==> src/rtl/cpu_pkg.sv <==
// Shared CPU definitions: multiply/divide unit state and op encodings, default width.
package cpu_pkg;

    localparam int unsigned MDU_WIDTH = 32;

    typedef enum logic [1:0] {
        MDU_IDLE = 2'd0,
        MDU_RUN  = 2'd1,
        MDU_DONE = 2'd2
    } mdu_state_e;

    typedef enum logic {
        MDU_OP_MULT = 1'b0,
        MDU_OP_DIV  = 1'b1
    } mdu_op_e;

endpackage

==> src/rtl/mdu_div_step.sv <==
// One restoring-division step on unsigned magnitudes: subtract the divisor
// from the shifted partial remainder if it fits, producing one quotient bit.
module mdu_div_step
    import cpu_pkg::*;
#(
    parameter int unsigned WIDTH = MDU_WIDTH
) (
    input  logic [WIDTH:0]   rem_in,
    input  logic [WIDTH-1:0] divisor,
    output logic [WIDTH-1:0] rem_out,
    output logic             q_bit
);

    // Remainder after a step is always below the divisor, so WIDTH bits suffice
    // and the subtraction can be done modulo 2^WIDTH.
    always_comb begin
        q_bit   = (rem_in >= {1'b0, divisor});
        rem_out = rem_in[WIDTH-1:0] - (q_bit ? divisor : '0);
    end

endmodule

==> src/rtl/mult_div_unit.sv <==
// Iterative signed multiply/divide unit (MULT/DIV) writing HI/LO.
// Operands are latched as magnitudes at start; 32 shift-add or restoring
// shift-subtract steps follow, and signs are applied on the final step.
module mult_div_unit
    import cpu_pkg::*;
#(
    parameter int unsigned WIDTH = MDU_WIDTH
) (
    input  logic             clk,
    input  logic             reset,
    input  logic [WIDTH-1:0] a_in,
    input  logic [WIDTH-1:0] b_in,
    input  logic             mult_start,
    input  logic             div_start,
    output logic             busy,
    output logic             done,
    output logic             div_zero,
    output logic [WIDTH-1:0] hi_out,
    output logic [WIDTH-1:0] lo_out
);

    localparam int unsigned CNT_W = (WIDTH > 1) ? $clog2(WIDTH) : 1;
    localparam logic [CNT_W-1:0] LAST_CNT = CNT_W'(WIDTH - 1);

    mdu_state_e         state_q, state_d;
    mdu_op_e            op_q, op_d;
    logic [CNT_W-1:0]   cnt_q, cnt_d;
    logic [2*WIDTH-1:0] acc_q, acc_d;      // mult: {partial product, multiplier}; div: low half dividend->quotient
    logic [WIDTH-1:0]   rem_q, rem_d;      // div partial remainder
    logic [WIDTH-1:0]   opb_q, opb_d;      // |multiplicand| or |divisor|
    logic               neg_res_q, neg_res_d;
    logic               neg_rem_q, neg_rem_d;
    logic               div_zero_q, div_zero_d;
    logic [WIDTH-1:0]   hi_q, hi_d;
    logic [WIDTH-1:0]   lo_q, lo_d;

    logic [WIDTH-1:0]   abs_a, abs_b;
    logic [WIDTH:0]     mul_sum;
    logic [2*WIDTH-1:0] mul_acc;
    logic [2*WIDTH-1:0] mul_res;
    logic [WIDTH:0]     div_rem_in;
    logic [WIDTH-1:0]   div_rem_out;
    logic               div_q_bit;
    logic [WIDTH-1:0]   div_quo;

    mdu_div_step #(
        .WIDTH (WIDTH)
    ) u_div_step (
        .rem_in  (div_rem_in),
        .divisor (opb_q),
        .rem_out (div_rem_out),
        .q_bit   (div_q_bit)
    );

    // Datapath step values: operand magnitudes, one multiply step, one divide step.
    always_comb begin
        abs_a      = a_in[WIDTH-1] ? ('0 - a_in) : a_in;
        abs_b      = b_in[WIDTH-1] ? ('0 - b_in) : b_in;
        mul_sum    = {1'b0, acc_q[2*WIDTH-1:WIDTH]} + {1'b0, (acc_q[0] ? opb_q : '0)};
        mul_acc    = {mul_sum, acc_q[WIDTH-1:1]};
        mul_res    = neg_res_q ? ('0 - mul_acc) : mul_acc;
        div_rem_in = {rem_q, acc_q[WIDTH-1]};
        div_quo    = {acc_q[WIDTH-2:0], div_q_bit};
    end

    // Next-state, datapath update and HI/LO write-back.
    always_comb begin
        state_d    = state_q;
        op_d       = op_q;
        cnt_d      = cnt_q;
        acc_d      = acc_q;
        rem_d      = rem_q;
        opb_d      = opb_q;
        neg_res_d  = neg_res_q;
        neg_rem_d  = neg_rem_q;
        div_zero_d = div_zero_q;
        hi_d       = hi_q;
        lo_d       = lo_q;

        case (state_q)
            MDU_IDLE: begin
                if (mult_start || div_start) begin
                    cnt_d      = '0;
                    rem_d      = '0;
                    div_zero_d = 1'b0;
                    neg_res_d  = a_in[WIDTH-1] ^ b_in[WIDTH-1];
                    neg_rem_d  = a_in[WIDTH-1];
                    if (mult_start) begin
                        op_d    = MDU_OP_MULT;
                        acc_d   = {{WIDTH{1'b0}}, abs_b};
                        opb_d   = abs_a;
                        state_d = MDU_RUN;
                    end else begin
                        op_d  = MDU_OP_DIV;
                        acc_d = {{WIDTH{1'b0}}, abs_a};
                        opb_d = abs_b;
                        if (b_in == '0) begin
                            div_zero_d = 1'b1;
                            state_d    = MDU_DONE;
                        end else begin
                            state_d = MDU_RUN;
                        end
                    end
                end
            end
            MDU_RUN: begin
                cnt_d = cnt_q + 1'b1;
                if (op_q == MDU_OP_MULT) begin
                    acc_d = mul_acc;
                end else begin
                    acc_d[WIDTH-1:0] = div_quo;
                    rem_d            = div_rem_out;
                end
                if (cnt_q == LAST_CNT) begin
                    state_d = MDU_DONE;
                    if (op_q == MDU_OP_MULT) begin
                        hi_d = mul_res[2*WIDTH-1:WIDTH];
                        lo_d = mul_res[WIDTH-1:0];
                    end else begin
                        hi_d = neg_rem_q ? ('0 - div_rem_out) : div_rem_out;
                        lo_d = neg_res_q ? ('0 - div_quo) : div_quo;
                    end
                end
            end
            MDU_DONE: begin
                state_d = MDU_IDLE;
            end
            default: begin
                state_d = MDU_IDLE;
            end
        endcase
    end

    // State and datapath registers; asynchronous reset aborts any operation.
    always_ff @(posedge clk or negedge reset) begin
        if (!reset) begin
            state_q    <= MDU_IDLE;
            op_q       <= MDU_OP_MULT;
            cnt_q      <= '0;
            acc_q      <= '0;
            rem_q      <= '0;
            opb_q      <= '0;
            neg_res_q  <= 1'b0;
            neg_rem_q  <= 1'b0;
            div_zero_q <= 1'b0;
            hi_q       <= '0;
            lo_q       <= '0;
        end else begin
            state_q    <= state_d;
            op_q       <= op_d;
            cnt_q      <= cnt_d;
            acc_q      <= acc_d;
            rem_q      <= rem_d;
            opb_q      <= opb_d;
            neg_res_q  <= neg_res_d;
            neg_rem_q  <= neg_rem_d;
            div_zero_q <= div_zero_d;
            hi_q       <= hi_d;
            lo_q       <= lo_d;
        end
    end

    assign busy     = (state_q != MDU_IDLE);
    assign done     = (state_q == MDU_DONE);
    assign div_zero = div_zero_q;
    assign hi_out   = hi_q;
    assign lo_out   = lo_q;

endmodule

==> config.mk <==
export PLATFORM = sky130hd
export DESIGN_NAME = mult_div_unit
export DESIGN_NICKNAME = d
export VERILOG_FILES = /design/src/rtl/cpu_pkg.sv /design/src/rtl/mdu_div_step.sv /design/src/rtl/mult_div_unit.sv
export SDC_FILE = /design/constraint.sdc
export NUM_CORES = 1
export LEC_CHECK = 0
export ABC_AREA = 1
export CAP_MARGIN = 20
export CORE_ASPECT_RATIO = 1.75
export CORE_UTILIZATION = 30
export DETAILED_ROUTE_END_ITERATION = 8
export GPL_TIMING_DRIVEN = 0
export PLACE_DENSITY = 0.46
export SETUP_SLACK_MARGIN = 0.15
export SYNTH_ARGS = -nofsm -noshare
export SYNTH_HDL_FRONTEND = slang
export SYNTH_SLANG_ARGS = --single-unit
==> constraint.sdc <==
create_clock -name clk -period 9.7 [get_ports clk]
set_input_delay 2.425 -clock clk [delete_from_list [all_inputs] [get_ports clk]]
set_output_delay 2.425 -clock clk [all_outputs]
set_load 0.01 [all_outputs]
Word level (Yosys, flattened, before mapping)
Cells that the tools add are included.
{"block": "totals", "ff_bits": 203, "latchBits": 0, "ramBits": 0, "mem_bits_ro": 0, "output_inout_bits": 67, "word_cells": 68, "mem_count": 0}
{"block": "op_classes", "n_addsub": 8, "multipliers": 0, "div_mod_pow": 0, "n_lt_le_gt_ge": 1, "n_eq_ne": 7, "n_shift": 0, "muxes": 28, "bitwise": 1, "n_reduce_logical": 11}
{"operator": "$mux W32", "count": 14}
{"operator": "$mux W64", "count": 2}
{"operator": "$pmux W64 S2", "count": 1}
{"operator": "$sub A1 B32 Y32 const A", "count": 4}
{"operator": "$pmux W32 S2", "count": 1}
{"operator": "$sub A1 B64 Y64 const A", "count": 1}
{"operator": "$add A32 B32 Y33", "count": 1}
{"operator": "$ge A33 B32 Y1", "count": 1}
{"operator": "$logic_not A32 Y1", "count": 1}
{"operator": "$sub A32 B32 Y32", "count": 1}
{"operator": "$pmux W5 S2", "count": 1}
{"operator": "$mux W2", "count": 4}
{"operator": "$ne A2 B2 Y1 const B", "count": 4}
{"operator": "$reduce_and A2 Y1", "count": 4}
{"operator": "$reduce_and A3 Y1", "count": 2}
{"operator": "$add A5 B1 Y5 const B", "count": 1}
{"operator": "$eq A5 B5 Y1 const B", "count": 1}
{"operator": "$mux W5", "count": 1}
{"operator": "$pmux W2 S2", "count": 1}
{"operator": "$reduce_bool A2 Y1", "count": 2}
{"operator": "$mux W1", "count": 3}
{"operator": "$eq A2 B1 Y1 const B", "count": 1}
{"operator": "$eq A2 B2 Y1 const B", "count": 1}
{"operator": "$logic_not A2 Y1", "count": 1}
{"operator": "2 further kinds", "count": 2}

Depth between registers and ports, before layout
Gate-level depths: netlist (run 1).
{"block": "logic_depth", "depth_word": 6, "mapped_depth": 35}

Hierarchy
A second synthesis (run 1) with hierarchy kept.
{"block": "unflattened", "hier_cells": 3184, "area_unflattened_um2": 20111.8}
{"mod": "mult_div_unit", "n_inst": 1, "cells_per_inst": 2688, "area_per_inst_um2": 17255.3}
{"mod": "mdu_div_step", "n_inst": 1, "cells_per_inst": 496, "area_per_inst_um2": 2856.5}

Worst setup path after synthesis (run 1)
Ideal clock, no wire load.
{"block": "synth_path", "path_type": "input -> register", "startpoint": "input port a_in[0]", "endpoint": "register acc_q[30]", "setup_ps": 121, "arrival_time_ps": 4139, "t_required_ps": 9579, "path_slack_ps": 5440, "stages": 15, "path_buffers": 0, "path_cell_list": "inv_1 -> ha_1 -> nand3_1 -> nor3_1 -> nand3_1 -> nor2_1 -> nand2_1 -> nand2_1 -> o21ai_0 -> a21oi_1 -> o21ai_0 -> xnor2_1 -> nand2_1 -> nand3_1 -> a21oi_1"}
{"block": "synth_between", "elab_chain_len": 5}
{"item": "start, declared", "line": "mult_div_unit.sv:11", "rtl": "input logic [WIDTH-1:0] a_in,"}
{"item": "$sub A1 B32 Y32", "line": "mult_div_unit.sv:57", "rtl": "abs_a = a_in[WIDTH-1] ? ('0 - a_in) : a_in;"}
{"item": "$mux W32", "line": "mult_div_unit.sv:57"}
{"item": "$mux W32", "line": "mult_div_unit.sv:88", "rtl": "if (mult_start) begin"}
{"item": "$mux W64", "line": "mult_div_unit.sv:82", "rtl": "if (mult_start || div_start) begin"}
{"item": "$pmux W64 S2", "line": "mult_div_unit.sv:80", "rtl": "case (state_q)"}
{"item": "end signal, assigned", "line": "mult_div_unit.sv:140", "rtl": "acc_q <= '0;"}
{"item": "end signal, assigned", "line": "mult_div_unit.sv:152", "rtl": "acc_q <= acc_d;"}
{"item": "end, declared", "line": "mult_div_unit.sv:28", "rtl": "logic [2*WIDTH-1:0] acc_q, acc_d;"}
Every way passes these cells. The select of a mux whose other input is x is not followed.
A chain may end at the register's enable or synchronous reset.

Worst setup path in the final report (run 1)
{"block": "layout_path", "startpoint": "register opb_q[7]", "endpoint": "register hi_q[21] (netlist: hi_out[21])"}
{"block": "layout_between", "elab_chain_len": 6, "elab_cells_between_ends": 10, "classes_between": "add/sub (4); order compare (1); mux (5)"}
{"item": "start, declared", "line": "mult_div_unit.sv:30", "rtl": "logic [WIDTH-1:0] opb_q, opb_d;"}
{"item": "start signal, assigned", "line": "mult_div_unit.sv:154", "rtl": "opb_q <= opb_d;"}
{"item": "$ge A33 B32 Y1", "line": "mdu_div_step.sv:17", "rtl": "q_bit = (rem_in >= {1'b0, divisor});"}
{"item": "$mux W32", "line": "mdu_div_step.sv:18", "rtl": "rem_out = rem_in[WIDTH-1:0] - (q_bit ? divisor : '0);"}
{"item": "$sub A32 B32 Y32", "line": "mdu_div_step.sv:18"}
{"item": "$sub A1 B32 Y32", "line": "mult_div_unit.sv:120", "rtl": "hi_d = neg_rem_q ? ('0 - div_rem_out) : div_rem_out;"}
{"item": "$mux W32", "line": "mult_div_unit.sv:120"}
{"item": "$mux W32 *", "line": "mult_div_unit.sv:116", "rtl": "if (op_q == MDU_OP_MULT) begin"}
{"item": "end signal, assigned", "line": "mult_div_unit.sv:158", "rtl": "hi_q <= hi_d;"}
{"item": "end, declared", "line": "mult_div_unit.sv:34", "rtl": "logic [WIDTH-1:0] hi_q, hi_d;"}
Every way passes the cells marked *; elsewhere a longest branch is shown, timed or not.

==> metrics, run 1 <==
outcome=finished, final reports clean; Top FF cell, synth=dfrtp_1; clock period minus worst slack=just over 6000 ps; antenna violations before repair=1; synth-to-layout area growth=16.1%; max incr delay on CP=550 ps; DRT Pass-1 Iters=7; most frequent cell after synthesis=nand2_1; Overall Global Routing Usage=31.4%; I/O pins=135; Post-synth top cells=1052 x nand2_1, 461 x inv_1, 281 x nand3_1; Netlist cell types=53; ys async rst share=100%; Hold Fails Final Rpt=0; path type of the worst min-delay path=flip-flop to flip-flop; final setup margin=3620 ps; global route total overflow=0; crit path max-delay cell type=dfrtp_1; Final Cycle Share=62.7%; Setup WS pre-CTS=between 3000 and 4000 ps; WL/cell=24.5 microns; CTS Sinks=203; CTS tree=built; clk buf depth=3; share of cells above drive strength 1=3.85%; final worst clock skew=30.4 ps; via count=approximately 23k; # Post-CTS Setup Buffers=0; Worst EP required=10180 ps; max cap viols=0; post-detail-place hpwl=91600 microns; cell taking the most area after synthesis=dfrtp_1; Synth warnings=0; RSZ-0062 raised after global routing=false; Cells after Synth=3329; EDFF count, synth=0; syn nets=around 3.5k; initial core utilization=30.4%; Hold Buf Count CTS=0; Nets=approximately 3.7k; Clk Latency, worst-skew pair=590 ps; Die W=around 200 microns; Die Y=between 300 and 400 microns; Max Clk Rate=165 MHz; Synth top area share=25.1%; CTS H-tree depth=1; CTS resizes=0; Core Box Area=66600 sq um; clock root buffer=clkbuf_16; die area=68600 sq um; DRC viols=0; port bufs=132; Clock Pin Slew Worst Setup and Hold Paths=about 60 ps; vias in the first global route=23.3k; count of final setup violators=0; register area=5080 sq um; Slew Viols, Final=0; ranking of synthesized cells by area=dfrtp_1 25%, nand2_1 20%, inv_1 8.5%; Slew @ Worst Pin=997 ps; Syn Std Cell Area=just over 20000 sq um; startpoint types=flip-flop; Most Frequent Cell on Critical Path=nand2_1; syn_area_per_cell=6.08 sq um; antenna-violating nets left=0; number of DRC markers in iteration 0=1487; Yosys reg bits=just over 200; pin count of the biggest net entering global routing=77; row count=roughly 130; CP Capture Type=flip-flop; Relative slew margins=33.6%; Via-to-Cell Ratio=5.26; register area share after synthesis=25.1%; CTS Buf Count=23; RD Place Congestion=1.02; CP arrival=6550 ps; antenna cells=0; WL final=108000 microns; classification of the worst setup path=flip-flop to flip-flop; global-route wire length before repair=about 150000 microns; Worst Path Max Fanout=10; area of the multi-input gates=12900 sq um; Worst R2R Setup Slack=between 3000 and 4000 ps; FILL cells=7708
## state kept, by name, indices dropped and copies added (netlist names)
signal / count
rem_q: 32
neg_rem_q: 1
hi_out: 32
opb_q: 32
neg_res_q: 1
op_q: 1
div_zero: 1
lo_out: 32
acc_q: 64
state_q: 2
cnt_q: 5
## through the flow
step                TNS [ps]  util [%]  instance area, sq um  std cells  hold WS, ps
floorplan                  0         -                 20200       3329          472
global placement     -683340      34.0                 22700       4350          463
detailed placement         0      34.1                 22700       4352          465
CTS                        0      35.3                 23500       4393          482
global route               0      35.3                 23500       4393          500
finish                     0      35.3                 23500       4393          478
## worst max-delay path, delay by kind of cell (launching register included)
kind | cells | cell delay [ps]
fa+ha+maj | 2 | 830
simple gates | 20 | 3040
buf+inv | 4 | 900
flops | 1 | 550
compound gates | 3 | 670
## final cells by class
type                            instances  share of cell area [%]
Tap cell                              889                    4.73
Buffer                                114                    1.86
Sequential cell                       203                    21.6
Clock inverter                         12                   0.666
Multi-Input combinational cell       2535                    55.0
Inverter                              477                    7.62
Clock buffer                           29                    2.59
Timing Repair Buffer                  134                    5.88
## metal layers
layer / share of wire [%] / GRT usage, % / routed length [microns] / vias up
met5: 0.012 / 0 / 13 / -
met4: 11 / 29.3 / 11700 / 2
met3: 3.7 / 2.86 / 4030 / 315
met2: 52 / 58.4 / 55900 / 761
met1: 34 / 29.8 / 36100 / 10845
li1: - / - / - / 11188
## cell families (layout without fill, tap and decap cells)
group           after synthesis  after routing  share of synthesized area (%)
xor+xnor                     62             62                           2.76
buf+inv                     591            766                           11.0
mux                           1              1                         0.0556
fa+ha+maj                   104            104                           6.50
flops                       203            203                           25.1
compound gates              574            574                           16.9
simple gates               1794           1794                           37.7
## path summary, 6_finish.rpt
kind,endpoint,cells past startpoint,start
max in group asynchronous,opb_q[4],2,reset
worst min register to register,lo_out[31],2,lo_out[31]
worst max-delay path,hi_out[21],29,opb_q[7]
worst min-delay path,lo_out[31],2,lo_out[31]
min in group asynchronous,acc_q[56],1,reset
worst max register to register,hi_out[21],29,opb_q[7]
## cells in the final DEF, fill, tap and decap left out, types with 16 or more instances in the layout
cell type / n
nand2_1: 1052
nor3_1: 42
xor2_1: 43
buf_1: 16
clkbuf_1: 96
nand2_2: 25
nand3b_1: 17
a2bb2oi_1: 17
o211ai_1: 22
nor2_1: 279
ha_1: 102
nand3_1: 281
clkbuf_16: 23
xnor2_1: 17
clkdlybuf4s50_1: 131
o221ai_1: 37
dfrtp_1: 203
a31oi_1: 25
o21ai_0: 246
a22oi_1: 23
inv_1: 461
nand4_1: 37
o21a_1: 25
a21oi_1: 131
Power of run 1 is left out: the tool's default activity adds up to more than one toggle a clock period on the data nets, which glitch-free logic cannot reach.
==> inputs of run 2 (changes only) <==
==> constraint.sdc (replaced) <==
create_clock -name clk -period 6.4 [get_ports clk]
set_input_delay 1.6 -clock clk [delete_from_list [all_inputs] [get_ports clk]]
set_output_delay 1.6 -clock clk [all_outputs]
set_load 0.01 [all_outputs]
==> run 2 against run 1 <==
  * Hold slack is the same
  * Non-clock buffer count unchanged
  * Cell area hardly changed
  * Sequential share of layout area is essentially flat
  * Via count about the same
  * Wire length is essentially flat
  * Critical path type unchanged
  * Final cell count stayed put
  * Worst setup slack lost 3100 ps
  * Clock skew is 0.77 ps higher
  * Fmax up 4.0%
==> metrics, run 2 (synthesis gave the netlist of run 1 again) <==
DRT Pass-1 Iters=7 (unchanged); pin count of the biggest net entering global routing=77 (unchanged); clk buf depth=3 (unchanged); CTS H-tree depth=1 (unchanged); initial core utilization=30.4% (unchanged); die area=68600 sq um (unchanged); Worst EP required=6870 ps (-3310 ps); Relative slew margins=33.5% (about the same); max incr delay on CP=510 ps (-40 ps); port bufs=132 (unchanged); crit path max-delay cell type=dfrtp_1; outcome=finished, final reports clean; I/O pins=135 (unchanged); CP arrival=6320 ps (-230 ps); FILL cells=7707 (-0.013%); CTS tree=built; antenna violations before repair=1 (unchanged); M1 GR Usage=29.8% (unchanged); max reg flops=64 (unchanged); share of cells above drive strength 1=3.88% (+0.029 points); placed cell area=22700 sq um (unchanged); Most Frequent Cell on Critical Path=nand2_1; antenna cells=0 (unchanged); Biggest register=acc_q; global route total overflow=0 (unchanged); classification of the worst setup path=flip-flop to flip-flop; count of final setup violators=0 (unchanged); Layout Utilization=35.3% (about the same); # Post-CTS Setup Buffers=0 (unchanged); met3 Resource Use GR=2.86% (unchanged); Die Y=346 microns (unchanged); Nets=3660 (unchanged); CP Capture Type=flip-flop; final worst clock skew=31.2 ps (+0.768 ps); RD Place Congestion=1.02 (unchanged); row count=125 (unchanged); Worst Path Max Fanout=10 (unchanged); RSZ-0062 raised after global routing=false; max cap viols=0 (unchanged); vias in the first global route=23.3k (unchanged); Slew @ Worst Pin=997 ps (+0.348 ps); Core Box Area=66600 sq um (unchanged); CTS Sinks=203 (unchanged); via count=23.1k (-0.0087%); Top Family by Delay on Critical Path=simple AND/OR/NAND/NOR gates; synth-to-layout area growth=16.1% (about the same); Hold Fails Final Rpt=0 (unchanged); CTS Buf Count=23 (unchanged); clock root buffer=clkbuf_16; Clock Pin Slew Worst Setup and Hold Paths=60 ps (about the same); Die W=198 microns (unchanged); WL final=108000 microns (about the same); GRT Max-Usage Layer=met2; Final Cycle Share=91.3% (+29 points); antenna-violating nets left=0 (unchanged); WP buf/inv=4 (unchanged); most frequent cells in the layout=1052 x nand2_1, 461 x inv_1, 281 x nand3_1; clock period minus worst slack=5850 ps (-233 ps); WL/cell=24.6 microns (about the same); startpoint types=flip-flop; path type of the worst min-delay path=flip-flop to flip-flop; post-route setup TNS=0 ps (unchanged); post-detail-place hpwl=91600 microns (unchanged); commonest non-fill, non-tap cell in the layout=nand2_1; Overall Global Routing Usage=31.4% (unchanged); global-route wire length before repair=154000 microns (unchanged); Slew Viols, Final=0 (unchanged); Max Clk Rate=171 MHz (+4.0%); number of DRC markers in iteration 0=1490 (+0.20%); DRC viols=0 (unchanged); Final Cell Area=23500 sq um (about the same); Via-to-Cell Ratio=5.26 (about the same); met2 Use GR=58.4% (unchanged); Clk Latency, worst-skew pair=580 ps (about the same)
-- run 2: per-stage QoR --
step	hold slack, ps	worst slack, ps	std cells
finish	478	554	4393
global placement	463	-5880	4350
global route	500	300	4393
CTS	482	420	4393
detailed placement	465	406	4352
floorplan	472	2460	3329
-- run 2: worst paths after layout --
check                           startpoint         end  slack, ps  cells past startpoint
worst max-delay path             opb_q[24]  hi_out[21]        550                     29
worst min-delay path            lo_out[31]  lo_out[31]        480                      2
worst max register to register   opb_q[24]  hi_out[21]        550                     29
worst min register to register  lo_out[31]  lo_out[31]        480                      2
max in group asynchronous            reset    opb_q[3]       4560                      2
min in group asynchronous            reset   acc_q[56]        940                      1
-- run 2: per-layer routing --
layer	wire, microns	share of wire (%)
met5	13	0.012
met4	11700	11
met3	3830	3.6
met2	55900	52
met1	36300	34
-- run 2: layout make-up --
type                            count  area [sq um]  area share, %
Multi-Input combinational cell   2535         12900           55.0
Sequential cell                   203          5080           21.6
Inverter                          477          1790           7.62
Timing Repair Buffer              134          1380           5.88
Tap cell                          889          1110           4.73
Clock buffer                       29           608           2.59
Buffer                            114           438           1.86
Clock inverter                     12           156          0.665
-- run 2: worst reg2reg max path: cells and delay by family, from the launching register on --
kind                     cells  cell delay, ps
adder cells (fa/ha/maj)      2             840
buffers and inverters        4             760
AND/OR/NAND/NOR             20            2990
AO/OA/AOI/OAI                3             680
flip-flops                   1             510
-- run 2: what timing repair did --
item / 4_1_cts / 5_1_grt
hold buffers: 0 / 0
hold endpoints to repair: 0 / 0
endpoints found under the setup margin: 0 / 1
gates resized for setup: 0 / 2
Power of run 2 is left out for the same reason.
==> inputs of run 3 (changes only) <==
--- a/config.mk
+++ b/config.mk
@@ -6,8 +6,10 @@
 export NUM_CORES = 1
 export LEC_CHECK = 0
 export ABC_AREA = 1
+export ABC_CLOCK_PERIOD_IN_PS = 6400
 export CAP_MARGIN = 20
 export CORE_ASPECT_RATIO = 1.75
+export CORE_MARGIN = 5
 export CORE_UTILIZATION = 30
 export DETAILED_ROUTE_END_ITERATION = 8
 export GPL_TIMING_DRIVEN = 0
==> run 3 against run 2 <==
  * Clock-buffer cell count shrank 4
  * Critical path depth shrank 1
  * Cell area is 0.73% higher
  * Via count is 0.77% lower
  * Register-to-register slack better by 50 ps
  * Critical path type unchanged
  * Global-route usage down 2.6 points
  * Utilization about the same
  * First-iteration DRC count rose by 10%
  * Final cell count up 0.18%
==> metrics, run 3 (synthesis gave the netlist of run 1 again) <==
FILL cells=7762 (+0.71%); Clk Latency, worst-skew pair=590 ps (about the same); most frequent cells in the layout=1052 x nand2_1, 461 x inv_1, 281 x nand3_1; CP Capture Type=flip-flop; area of the multi-input gates=12900 sq um (unchanged); classification of the worst setup path=flip-flop to flip-flop; met1 WL=35700 microns (-1.8%); row count=126 (+0.80%); post-detail-place hpwl=91100 microns (-0.57%); CTS Sinks=203 (unchanged); Worst EP required=6880 ps (about the same); number of DRC markers in iteration 0=1640 (+10%); commonest non-fill, non-tap cell in the layout=nand2_1; hold path cells=2 (unchanged); CTS H-tree depth=1 (unchanged); CTS tree=built; crit path max-delay cell type=dfrtp_1; Worst Path Max Fanout=10 (unchanged); clock root buffer=clkbuf_16; DR top layer=met4; Max Clk Rate=172 MHz (+0.82%); clock period minus worst slack=5800 ps (-47.3 ps); clk buf depth=3 (unchanged); Nets=3660 (unchanged); max cap viols=0 (unchanged); Via-to-Cell Ratio=5.21 (-0.95%); Overall Global Routing Usage=28.8% (-2.6 points); RD Place Congestion=1.01 (-0.52%); pin count of the biggest net entering global routing=86 (+12%); count of final setup violators=0 (unchanged); share of cells above drive strength 1=4.02% (+0.14 points); Slew @ Worst Pin=1040 ps (+39.0 ps); antenna violations before repair=0 (-1); global route total overflow=0 (unchanged); R2R cell count=28 (-3.4%); WL/cell=24.3 microns (-0.95%); synth-to-layout area growth=16.9%; antenna-violating nets left=0 (unchanged); Die Y=354 microns (+2.3%); global-route wire length before repair=154000 microns (-0.38%); vias in the first global route=23.1k (-0.79%); die area=73000 sq um (+6.4%); met3 WL=3830 microns (-0.16%); Hold WS=476 ps (-1.83 ps); Final Cycle Share=90.6% (-0.74 points); path type of the worst min-delay path=flip-flop to flip-flop; max incr delay on CP=570 ps (+60 ps); via count=22.9k (-0.77%); outcome=finished, final reports clean; WL met2=55400 microns (-0.90%); CP arrival=6280 ps (-40 ps); Core Box Area=67200 sq um (+0.80%); Hold Fails Final Rpt=0 (unchanged); Slew Viols, Final=0 (unchanged); final worst clock skew=49.8 ps (+18.6 ps); I/O pins=135 (unchanged); initial core utilization=30.1% (-0.24 points); # Post-CTS Setup Buffers=0 (unchanged); register area=5080 sq um (unchanged); max reg flops=64 (unchanged); DRT Pass-1 Iters=8 (+1); DRC viols=0 (unchanged); WL final=107000 microns (-0.76%); Most Frequent Cell on Critical Path=nand2_1; startpoint types=flip-flop; RSZ-0062 raised after global routing=false; Die W=206 microns (+4.0%); antenna cells=0 (unchanged); Relative slew margins=30.9% (-2.6 points); CTS Buf Count=23 (unchanged); Biggest register=acc_q; Clock Pin Slew Worst Setup and Hold Paths=60 ps (about the same); port bufs=132 (unchanged)
run 3: path summary, 6_finish.rpt:
| path | slack [ps] | startpoint | endpoint |
|---|---|---|---|
| max | 600 | opb_q[7] | hi_out[21] |
| min | 480 | lo_out[10] | lo_out[10] |
| max reg2reg | 600 | opb_q[7] | hi_out[21] |
| min reg2reg | 480 | lo_out[10] | lo_out[10] |
| max in group asynchronous | 4230 | reset | opb_q[5] |
| min in group asynchronous | 900 | reset | acc_q[57] |
run 3: layer usage:
| layer | track usage (%) | up-vias |
|---|---|---|
| met3 | 2.35 | 340 |
| met2 | 53.0 | 767 |
| met1 | 28.2 | 10647 |
| li1 | - | 11178 |
| met4 | 25.3 | 0 |
| met5 | 0 | - |
run 3: worst max-delay path: cells and delay by family (launching register included):
| kind | cells | cell delay, ps |
|---|---|---|
| DFF | 1 | 570 |
| buffers and inverters | 3 | 670 |
| AOI/OAI and AO/OA | 3 | 650 |
| and+or+nand+nor | 20 | 3090 |
| adders and majority gates | 2 | 730 |
run 3: metrics by stage:
step | cell area, sq um | setup slack [ps] | util [%] | setup TNS [ps] | std cells
floorplan | 20200 | 2460 | - | 0 | 3329
global placement | 22700 | -5780 | 33.8 | -1164040 | 4357
global route | 23700 | 196 | 35.2 | 0 | 4401
finish | 23700 | 602 | 35.2 | 0 | 4401
detailed placement | 22700 | 403 | 33.9 | 0 | 4359
CTS | 23700 | 403 | 35.2 | 0 | 4401
run 3: layout make-up:
| cell class | instances | area share [%] |
|---|---|---|
| well taps | 896 | 4.74 |
| flip-flops and latches | 203 | 21.5 |
| repair buffers | 134 | 5.84 |
| plain buffers | 114 | 1.85 |
| multi-input cells | 2535 | 54.6 |
| clock buffers | 25 | 2.51 |
| clock inverters | 17 | 1.41 |
| inverters | 477 | 7.56 |
run 3: what timing repair did:
action | in CTS | in global routing
hold endpoints to repair | 0 | 0
gates resized for setup | 0 | 2
hold buffers | 0 | 0
setup endpoints to repair | 0 | 2
Power of run 3 is left out for the same reason.
